## config.mk

```make
export PLATFORM = sky130hd
export DESIGN_NAME = ldtu_ofifo_secded
export DESIGN_NICKNAME = d
export VERILOG_FILES = /design/src/rtl/ldtu_ofifo_pkg.sv /design/src/rtl/ldtu_secded_codec.sv /design/src/rtl/ldtu_ofifo_secded.sv
export SDC_FILE = /design/constraint.sdc
export NUM_CORES = 1
export LEC_CHECK = 0
export BUFFER_PORTS_ARGS = -buffer_cell sky130_fd_sc_hd__buf_4
export CORE_MARGIN = 4
export CORE_UTILIZATION = 46
export DETAILED_ROUTE_END_ITERATION = 8
export SLEW_MARGIN = 20
export SYNTH_ARGS = -nofsm -noshare
export SYNTH_HDL_FRONTEND = slang
export SYNTH_SLANG_ARGS = --single-unit
```

## constraint.sdc

```tcl
create_clock -name CLK -period 4.9 [get_ports CLK]
set_input_delay 0.245 -clock CLK [delete_from_list [all_inputs] [get_ports CLK]]
set_output_delay 0.245 -clock CLK [all_outputs]
set_load 0.01 [all_outputs]
```

## src/rtl/ldtu_ofifo_pkg.sv

```systemverilog
// Shared constants and helpers for the SECDED-protected output FIFO.
// Codeword layout: Hamming positions 1..DATA_W+P map to bits [0..DATA_W+P-1],
// check bits at power-of-two positions, overall parity in the MSB.
package ldtu_ofifo_pkg;

  localparam int unsigned MaxDataW = 64;
  localparam int unsigned MaxCwW   = 72;

  localparam logic [31:0] IdlePatEa = 32'hEAAAAAAA;
  localparam logic [31:0] IdlePat5a = 32'h5A5A5A5A;

  // Smallest P with 2^P >= data_w + P + 1.
  function automatic int unsigned calc_p(int unsigned data_w);
    int unsigned p;
    p = 0;
    for (int unsigned i = 1; i < 8; i++) begin
      if (p == 0 && (32'd1 << i) >= data_w + i + 1) begin
        p = i;
      end
    end
    return p;
  endfunction

  function automatic int unsigned calc_cw_w(int unsigned data_w);
    return data_w + calc_p(data_w) + 1;
  endfunction

  localparam int unsigned CW_W = calc_cw_w(32);

  function automatic logic is_pow2(int unsigned v);
    return (v != 0) && ((v & (v - 1)) == 0);
  endfunction

  // Bit b set when Hamming position b+1 is covered by check bit idx.
  function automatic logic [MaxCwW-1:0] parity_mask(int unsigned idx);
    logic [MaxCwW-1:0] m;
    m = '0;
    for (int unsigned pos = 1; pos <= MaxCwW; pos++) begin
      m[pos-1] = ((pos >> idx) & 32'd1) != 0;
    end
    return m;
  endfunction

endpackage

```

## src/rtl/ldtu_secded_codec.sv

```systemverilog
// Combinational extended-Hamming encoder and decoder.
// Encode: data_i -> cw_o. Decode: cw_i -> data_o with sec_o / ded_o flags.
module ldtu_secded_codec
  import ldtu_ofifo_pkg::*;
#(
  parameter int unsigned DATA_W = 32,
  localparam int unsigned P     = calc_p(DATA_W),
  localparam int unsigned CwW   = DATA_W + P + 1
) (
  input  logic [DATA_W-1:0] data_i,
  output logic [CwW-1:0]    cw_o,
  input  logic [CwW-1:0]    cw_i,
  output logic [DATA_W-1:0] data_o,
  output logic              sec_o,
  output logic              ded_o
);

  localparam int unsigned N = DATA_W + P;

  logic [N-1:0] enc_h;
  logic [N-1:0] dec_h;
  logic [P-1:0] dec_syn;
  logic         dec_par;

  // Scatter data into non-power-of-two positions, then fill in check bits.
  always_comb begin : p_enc
    int unsigned d;
    logic [MaxCwW-1:0] m;
    enc_h = '0;
    d     = 0;
    m     = '0;
    for (int unsigned pos = 1; pos <= N; pos++) begin
      if (!is_pow2(pos)) begin
        enc_h[pos-1] = data_i[d];
        d++;
      end
    end
    // Each mask covers only its own power-of-two slot, so order does not matter.
    for (int unsigned i = 0; i < P; i++) begin
      m = parity_mask(i);
      enc_h[(32'd1 << i) - 1] = ^(enc_h & m[N-1:0]);
    end
    cw_o = {^enc_h, enc_h};
  end

  // Syndrome, overall parity, single-bit correction and data gather.
  always_comb begin : p_dec
    int unsigned d;
    logic [MaxCwW-1:0] m;
    dec_h   = cw_i[N-1:0];
    dec_syn = '0;
    dec_par = ^cw_i;
    sec_o   = 1'b0;
    ded_o   = 1'b0;
    data_o  = '0;
    d       = 0;
    m       = '0;
    for (int unsigned i = 0; i < P; i++) begin
      m          = parity_mask(i);
      dec_syn[i] = ^(dec_h & m[N-1:0]);
    end
    if (dec_syn != '0) begin
      if (dec_par) begin
        sec_o = 1'b1;
        for (int unsigned pos = 1; pos <= N; pos++) begin
          if (dec_syn == P'(pos)) begin
            dec_h[pos-1] = ~dec_h[pos-1];
          end
        end
      end else begin
        ded_o = 1'b1;
      end
    end else if (dec_par) begin
      // Only the overall parity bit flipped; payload is intact.
      sec_o = 1'b1;
    end
    for (int unsigned pos = 1; pos <= N; pos++) begin
      if (!is_pow2(pos)) begin
        data_o[d] = dec_h[pos-1];
        d++;
      end
    end
  end

endmodule

```

## src/rtl/ldtu_ofifo_secded.sv

```systemverilog
// SECDED-protected output FIFO between compression/control and serialiser.
// Optional build macro LDTU_OFIFO_ERR_INJECT_EN adds inj_en / inj_mask ports
// that XOR a mask into the stored codeword on accepted writes.
module ldtu_ofifo_secded
  import ldtu_ofifo_pkg::*;
#(
  parameter int unsigned DATA_W       = 32,
  parameter int unsigned DEPTH        = 16,
  parameter int unsigned PTR_W        = 4,
  parameter int unsigned AFULL_TH     = 12,
  parameter logic [63:0] IDLE_PATTERN = {32'h0, IdlePatEa},
  localparam int unsigned CwW         = calc_cw_w(DATA_W)
) (
  input  logic              CLK,
  input  logic              reset,
  input  logic              write_signal,
  input  logic [DATA_W-1:0] data_in,
  input  logic              read_signal,
`ifdef LDTU_OFIFO_ERR_INJECT_EN
  input  logic              inj_en,
  input  logic [CwW-1:0]    inj_mask,
`endif
  output logic [DATA_W-1:0] data_out,
  output logic              data_valid,
  output logic              full_signal,
  output logic              almost_full,
  output logic              empty_signal,
  output logic [PTR_W:0]    fill_level,
  output logic              sec_error,
  output logic              ded_error,
  output logic              overflow,
  output logic              HammError
);

  localparam logic [DATA_W-1:0] IdleWord = IDLE_PATTERN[DATA_W-1:0];
  localparam logic [PTR_W:0]    DepthCnt = (PTR_W + 1)'(DEPTH);
  localparam logic [PTR_W:0]    AfullCnt = (PTR_W + 1)'(AFULL_TH);

  logic [CwW-1:0]    mem_q [DEPTH];

  logic [PTR_W-1:0]  wr_ptr_q, wr_ptr_d;
  logic [PTR_W-1:0]  rd_ptr_q, rd_ptr_d;
  logic [PTR_W:0]    count_q, count_d;
  logic              full_q, full_d;
  logic              afull_q, afull_d;
  logic              empty_q, empty_d;
  logic              ovf_q, ovf_d;
  logic [DATA_W-1:0] dout_q, dout_d;
  logic              valid_q, valid_d;
  logic              sec_q, sec_d;
  logic              ded_q, ded_d;
  logic              hamm_q, hamm_d;

  logic              wr_en, rd_en;
  logic [CwW-1:0]    wr_cw, store_cw, rd_cw;
  logic [DATA_W-1:0] rd_data;
  logic              rd_sec, rd_ded;

  logic [DATA_W-1:0] unused_wr_data;
  logic              unused_wr_sec, unused_wr_ded;
  logic [CwW-1:0]    unused_rd_cw;

  ldtu_secded_codec #(
    .DATA_W(DATA_W)
  ) u_enc (
    .data_i(data_in),
    .cw_o  (wr_cw),
    .cw_i  (wr_cw),
    .data_o(unused_wr_data),
    .sec_o (unused_wr_sec),
    .ded_o (unused_wr_ded)
  );

  ldtu_secded_codec #(
    .DATA_W(DATA_W)
  ) u_dec (
    .data_i('0),
    .cw_o  (unused_rd_cw),
    .cw_i  (rd_cw),
    .data_o(rd_data),
    .sec_o (rd_sec),
    .ded_o (rd_ded)
  );

`ifdef LDTU_OFIFO_ERR_INJECT_EN
  assign store_cw = inj_en ? (wr_cw ^ inj_mask) : wr_cw;
`else
  assign store_cw = wr_cw;
`endif

  assign rd_cw = mem_q[rd_ptr_q];

  // FIFO control, status and output next-state.
  always_comb begin
    // A full FIFO still accepts a write when a read frees a slot in the same cycle.
    wr_en    = write_signal && (!full_q || read_signal);
    rd_en    = read_signal && !empty_q;
    wr_ptr_d = wr_en ? wr_ptr_q + PTR_W'(1) : wr_ptr_q;
    rd_ptr_d = rd_en ? rd_ptr_q + PTR_W'(1) : rd_ptr_q;
    count_d  = count_q + {{PTR_W{1'b0}}, wr_en} - {{PTR_W{1'b0}}, rd_en};
    full_d   = (count_d == DepthCnt);
    afull_d  = (count_d >= AfullCnt);
    empty_d  = (count_d == '0);
    ovf_d    = ovf_q | (write_signal && full_q && !read_signal);

    dout_d  = dout_q;
    valid_d = 1'b0;
    sec_d   = 1'b0;
    ded_d   = 1'b0;
    if (read_signal) begin
      if (rd_en) begin
        dout_d  = rd_data;
        valid_d = 1'b1;
        sec_d   = rd_sec;
        ded_d   = rd_ded;
      end else begin
        dout_d = IdleWord;
      end
    end
    hamm_d = sec_d | ded_d;
  end

  // Control and output registers with synchronous reset.
  always_ff @(posedge CLK) begin
    if (reset) begin
      wr_ptr_q <= '0;
      rd_ptr_q <= '0;
      count_q  <= '0;
      full_q   <= 1'b0;
      afull_q  <= 1'b0;
      empty_q  <= 1'b1;
      ovf_q    <= 1'b0;
      dout_q   <= IdleWord;
      valid_q  <= 1'b0;
      sec_q    <= 1'b0;
      ded_q    <= 1'b0;
      hamm_q   <= 1'b0;
    end else begin
      wr_ptr_q <= wr_ptr_d;
      rd_ptr_q <= rd_ptr_d;
      count_q  <= count_d;
      full_q   <= full_d;
      afull_q  <= afull_d;
      empty_q  <= empty_d;
      ovf_q    <= ovf_d;
      dout_q   <= dout_d;
      valid_q  <= valid_d;
      sec_q    <= sec_d;
      ded_q    <= ded_d;
      hamm_q   <= hamm_d;
    end
  end

  // Codeword storage; contents are not reset.
  always_ff @(posedge CLK) begin
    if (!reset && wr_en) begin
      mem_q[wr_ptr_q] <= store_cw;
    end
  end

  assign data_out     = dout_q;
  assign data_valid   = valid_q;
  assign full_signal  = full_q;
  assign almost_full  = afull_q;
  assign empty_signal = empty_q;
  assign fill_level   = count_q;
  assign sec_error    = sec_q;
  assign ded_error    = ded_q;
  assign overflow     = ovf_q;
  assign HammError    = hamm_q;

endmodule
```

# --- Word-level counts from Yosys, hierarchy flattened ---
# Memory sizes are Yosys's and may differ from the RTL's. A register that Yosys moved wholly into a read port is not among the register bits.
# Cells that the tools add are included.
classes:
  n_addsub: 4
  mul: 0
  div: 0
  magnitude_cmp: 1
  eq_ne: 39
  shift: 0
  n_mux: 53
  n_bitwise: 41
  reduce_logical: 27
op_table:
  columns: ["cell", "count"]
  rows:
  - ["38-bit parity", 13]
  - ["6-bit by 5-bit == test with 1-bit output (second input constant)", 16]
  - ["38-bit 2-to-1 mux", 2]
  - ["6-bit by 4-bit == test with 1-bit output (second input constant)", 8]
  - ["1-bit 2-to-1 mux", 48]
  - ["6-bit == test (second input constant)", 7]
  - ["1-bit NOT", 39]
  - ["39-bit parity", 1]
  - ["32-bit 2-to-1 mux", 1]
  - ["6-bit by 3-bit == test with 1-bit output (second input constant)", 4]
  - ["6-bit by 2-bit == test with 1-bit output (second input constant)", 2]
  - ["4-bit by 1-bit adder with 4-bit output (second input constant)", 2]
  - ["4-bit 2-to-1 mux", 2]
  - ["6-bit by 1-bit == test with 1-bit output (second input constant)", 1]
  - ["6-bit nonzero test", 1]
  - ["5-bit by 1-bit adder with 5-bit output", 1]
  - ["5-bit == test (second input constant)", 1]
  - ["5-bit by 4-bit greater-or-equal comparator with 1-bit output (second input constant)", 1]
  - ["1-bit logical AND", 5]
  - ["5-bit logical NOT", 1]
  - ["5-bit by 1-bit subtractor with 5-bit output", 1]
  - ["1-bit logical NOT", 4]
  - ["1-bit OR", 2]
  - ["2-bit OR reduction", 1]
  - ["1-bit logical OR", 1]
totals:
  regBits: 53
  latch_bits: 0
  mem_bits_rw: 624
  romBits: 0
  in_bits: 36
  wordCells: 178
  memories: 1
memory_table:
  columns: ["memory", "depth", "word_bits", "rd", "rd_ports_with_merged_regs", "wr", "line", "rtl"]
  rows:
  - ["mem_q", 16, 39, 1, 1, 1, "ldtu_ofifo_secded.sv:39", "logic [CwW-1:0] mem_q [DEPTH];"]

# --- Depth between registers and ports, before layout ---
logic_depth:
  ltp_word: 6
  depth_mapped: 18
  depth_no_buf: 12

# --- By module ---
# A second synthesis with hierarchy kept.
unflattened:
  cells_unflattened: 1650
  hier_area_um2: 30042.6
modules_own_cells:
  columns: ["module", "n_inst", "cells_per_inst", "area_per_inst_um2", "seq_area_each_um2"]
  rows:
  - ["ldtu_ofifo_secded", 1, 1154, 25400.6, 19879.1]
  - ["ldtu_secded_codec (u_dec)", 1, 252, 2416.1, 0.0]
  - ["ldtu_secded_codec (u_enc)", 1, 244, 2225.9, 0.0]

# --- Least setup slack after synthesis ---
# Ideal clock, no wire load.
synth_path:
  path_kind: "register -> register"
  startpoint: "reg (tool-made name)"
  endpoint: "reg dout_q[17], in the netlist data_out[17]"
  arrival_time_ns: 3.795
  required_time_ns: 4.770
  setup_slack_ns: 0.975
  path_stages_with_launch: 15
  path_buffers: 4
  cell_sequence: "dfxtp_1 -> buf_4 -> buf_6 -> buf_2 -> mux4_2 -> mux4_2 -> xor2_1 -> xnor2_2 -> xnor2_2 -> xnor2_2 -> xnor3_2 -> buf_6 -> nor4_1 -> xor2_1 -> a21oi_1"
synth_rtl:
  columns: ["item", "line", "rtl"]
  rows:
  - ["end signal: assignment", "ldtu_ofifo_secded.sv:133", "dout_q <= IdleWord;"]
  - ["end signal: assignment", "ldtu_ofifo_secded.sv:146", "dout_q <= dout_d;"]
  - ["end: declaration", "ldtu_ofifo_secded.sv:48", "logic [DATA_W-1:0] dout_q, dout_d;"]

==> key figures <==
Run status
  – Outcome: finished clean

Timing
  – Fin. max-slew vios: 0
  – Fmax achieved: 220.3 MHz
  – RSZ-0062 raised after global routing: no
  – Hold Vio Cnt, Final: 0
  – Minimum clock period: 4.539 ns
  – Clk_skew: 0.02641 ns
  – Final setup fails: 0
  – Max_slew headroom: 31.61%
  – Final setup TNS: 0 ns
  – Period utilization: 92.64%
  – Worst-Margin Slew: 1.026 ns

Synthesis
  – Yosys warning count: 0
  – Cell Area, Synth: 28250 sq um
  – Post-synth ARST share: 0%
  – Netlist cell types: 55
  – Post-synthesis cell count: 1431
  – Syn_area_per_cell: 19.74 sq um
  – Sequential area share after synthesis: 70.36%
  – #FFs+latches synth: 681
  – Mapped Nets: 1478
  – Top_reg_cell synth: edfxtp_1
  – Number of synthesized flops with an enable pin: 624

Routing
  – Vias per Instance: 5.759
  – DRT Pass-1 Iters: 5
  – Post-DRT Antenna Nets: 0
  – Via count: 14289
  – Wirelength per Cell: 28.56 um
  – 1st-iter DRT viols: 1304
  – DRC viols: 0
  – WL final: 70.86 mm

Floorplan
  – Die Area: 65450 sq um
  – Die width: 255.8 um
  – Die height: 255.8 um
  – FP Rows: 90
  – Core ar.: 60580 sq um
  – IO Pins: 81
  – Starting Density: 46.64%

Place
  – PortBufs: 80
  – RePlAce Congestion: 0.8362
  – Final HPWL DP: 43.40 mm

Pwr
  – Pleak: 10.66 nW
  – IR Drop Worst-Case VDD: 0.8686 mV
  – Pwr/cell area: 646.2 nW/um^2
  – Final total power: 21.19 mW

Setup path
  – Critical path cell sequence: buf_4 > buf_12 > mux4_2 > mux4_2 > xor2_1 > xnor2_2 > xnor3_1 > xor2_2 > nor3b_1 > nand4_1 > xnor2_1 > buf_4 > a22o_1
  – Crit path max-delay family: XOR/XNOR gates
  – CP Launch Type: flip-flop
  – Required @ worst endpoint: 5.39 ns
  – Slowest-stage cell, CP: mux4_2
  – Critical Path End Type: flip-flop
  – CP max FO: 18
  – Crit-path max cell delay: 0.62 ns
  – Crit path DAT: 5.03 ns
  – Crit Path Class: reg2reg
  – WP buf/inv: 3
  – Worst reg2reg setup slack: 0.36 ns

Layout
  – Share of cells above drive strength 1: 28.55%
  – Total Nets Final: 1694
  – Antenna cell count: 0
  – Area delta synth->final: 16.08%

Clocking
  – Clk slew on worst S/H paths: 0.06 ns
  – Total CTS buffers: 73
  – CTS tree: done
  – Clock Sinks: 681
  – H-tree depth: 3
  – Clk buf depth: 3
  – Clock Latency Late Sink: 0.60 ns
  – Clock Tree Root: clkbuf_16

GRT
  – First-pass GRT wire length: 102.9 mm
  – Largest net degree at the start of global routing: 40
  – Global Route Usage Sum: 21.60%
  – Vias in the first global route: 14646
  – GRT overflow: 0
  – Initial antenna violation count: 1

Worst hold path
  – HP Class: in2reg

Job
  – MaxCap Viol Count: 0
## layer usage
| layer | global-route usage (%) | share of wire [%] | up-vias |
|---|---|---|---|
| met5 | 0 | 0.018 | - |
| met4 | 6.140 | 2.4 | 2 |
| met3 | 4.838 | 7.0 | 101 |
| met2 | 34.51 | 48 | 472 |
| met1 | 30.27 | 43 | 7530 |
| li1 | - | - | 6184 |
## cell families after synthesis
group / share of synthesized area, %
AOI/OAI and AO/OA: 2.236
xor gates and xnor gates: 6.594
adders and majority gates: 0.5137
buffers and inverters: 2.192
DFF: 70.36
muxes: 14.90
and+or+nand+nor: 3.206
## what timing repair did
action | 4_1_cts | 5_1_grt
resized for setup | 0 | 1
setup buffers | 0 | 13
endpoints found under the setup margin | 0 | 6
hold buffers | 29 | 0
hold endpoints to repair | 379 | 0
## placed cells by master (no fill, tap or decap), types with 33 or more instances in the layout
cell type  count
xor2_1        39
dfxtp_1       53
mux4_2       140
nor2_1        45
xnor2_1      112
buf_4        169
clkbuf_16     76
nand2_1       33
edfxtp_1     624
mux2i_1       74
## synth_stat cells (all sizes together), types with 5 or more instances
library cell    n  share of area (%)
edfxtp        624                 66
mux4          152                 12
xnor2         130                4.4
mux2i          74                2.6
dfxtp          57                4.0
buf            51                1.8
nor2           46               0.61
xor2           41                1.3
nand2          33               0.44
nor4           26               0.91
o21ai          24               0.47
a21oi          21               0.37
a221oi         20               0.62
and2           20               0.44
a22oi          18               0.48
clkbuf         15               0.23
ha             10               0.44
inv            10               0.13
xnor3          10               0.81
nor2b           9               0.20
nand3           5              0.089
nand4           5               0.11
## state kept, by name (all words and copies together) (netlist names), named ones only
signal        cells
rd_ptr_q          4
almost_full       1
sec_error         1
ded_error         1
wr_ptr_q          4
HammError         1
mem_q           624
full_signal       1
data_valid        1
data_out         32
empty_signal      1
overflow          1
fill_level        5
## worst reg2reg max path, cell delays in order (launching register included)
cell and delay, ns:
dfxtp_4 0.53, buf_4 0.20, buf_12 0.18, mux4_2 0.53
mux4_2 0.62, xor2_1 0.28, xnor2_2 0.15, xnor3_1 0.47
xor2_2 0.32, nor3b_1 0.46, nand4_1 0.19, xnor2_1 0.19
buf_4 0.14, a22o_1 0.18
## stage by stage
stage               setup slack [ns]  util, %  cell area [sq um]  instances  hold slack (ns)
floorplan                     0.9749        -              28250       1431           0.3439
global placement              0.2284    49.61              30050       2312           0.4440
detailed placement            0.2238    49.64              30070       2312           0.4547
CTS                           0.2132    53.94              32680       2468         0.001446
global route                 0.09811    54.14              32800       2481          0.01477
finish                        0.3608    54.14              32800       2481          0.03006
## final cells by class
cell class,count,area (sq um)
Inverter,10,37.54
Timing Repair Buffer,208,1759
Clock buffer,96,2027
Fill cell,4679,27790
Sequential cell,681,19890
Clock inverter,31,289.0
Tap cell,782,978.4
Multi-Input combinational cell,673,7815
## power breakdown
part	total, mW	switching [mW]	leakage [nW]	internal [mW]
sequential	7.01	0.136	6.09	6.88
clock	5.34	2.17	1.14	3.17
combinational	8.84	5.19	3.43	3.65
## worst paths after layout
kind | start | end | cells past startpoint
setup / recovery | flip-flop | data_out[26] | 13
hold reg to reg | data_out[8] | data_out[8] | 2
setup reg to reg | flip-flop | data_out[26] | 13
hold / removal | data_in[7] | mem_q[5][11] | 1
Note: power is estimated with default switching activity, not from simulation.
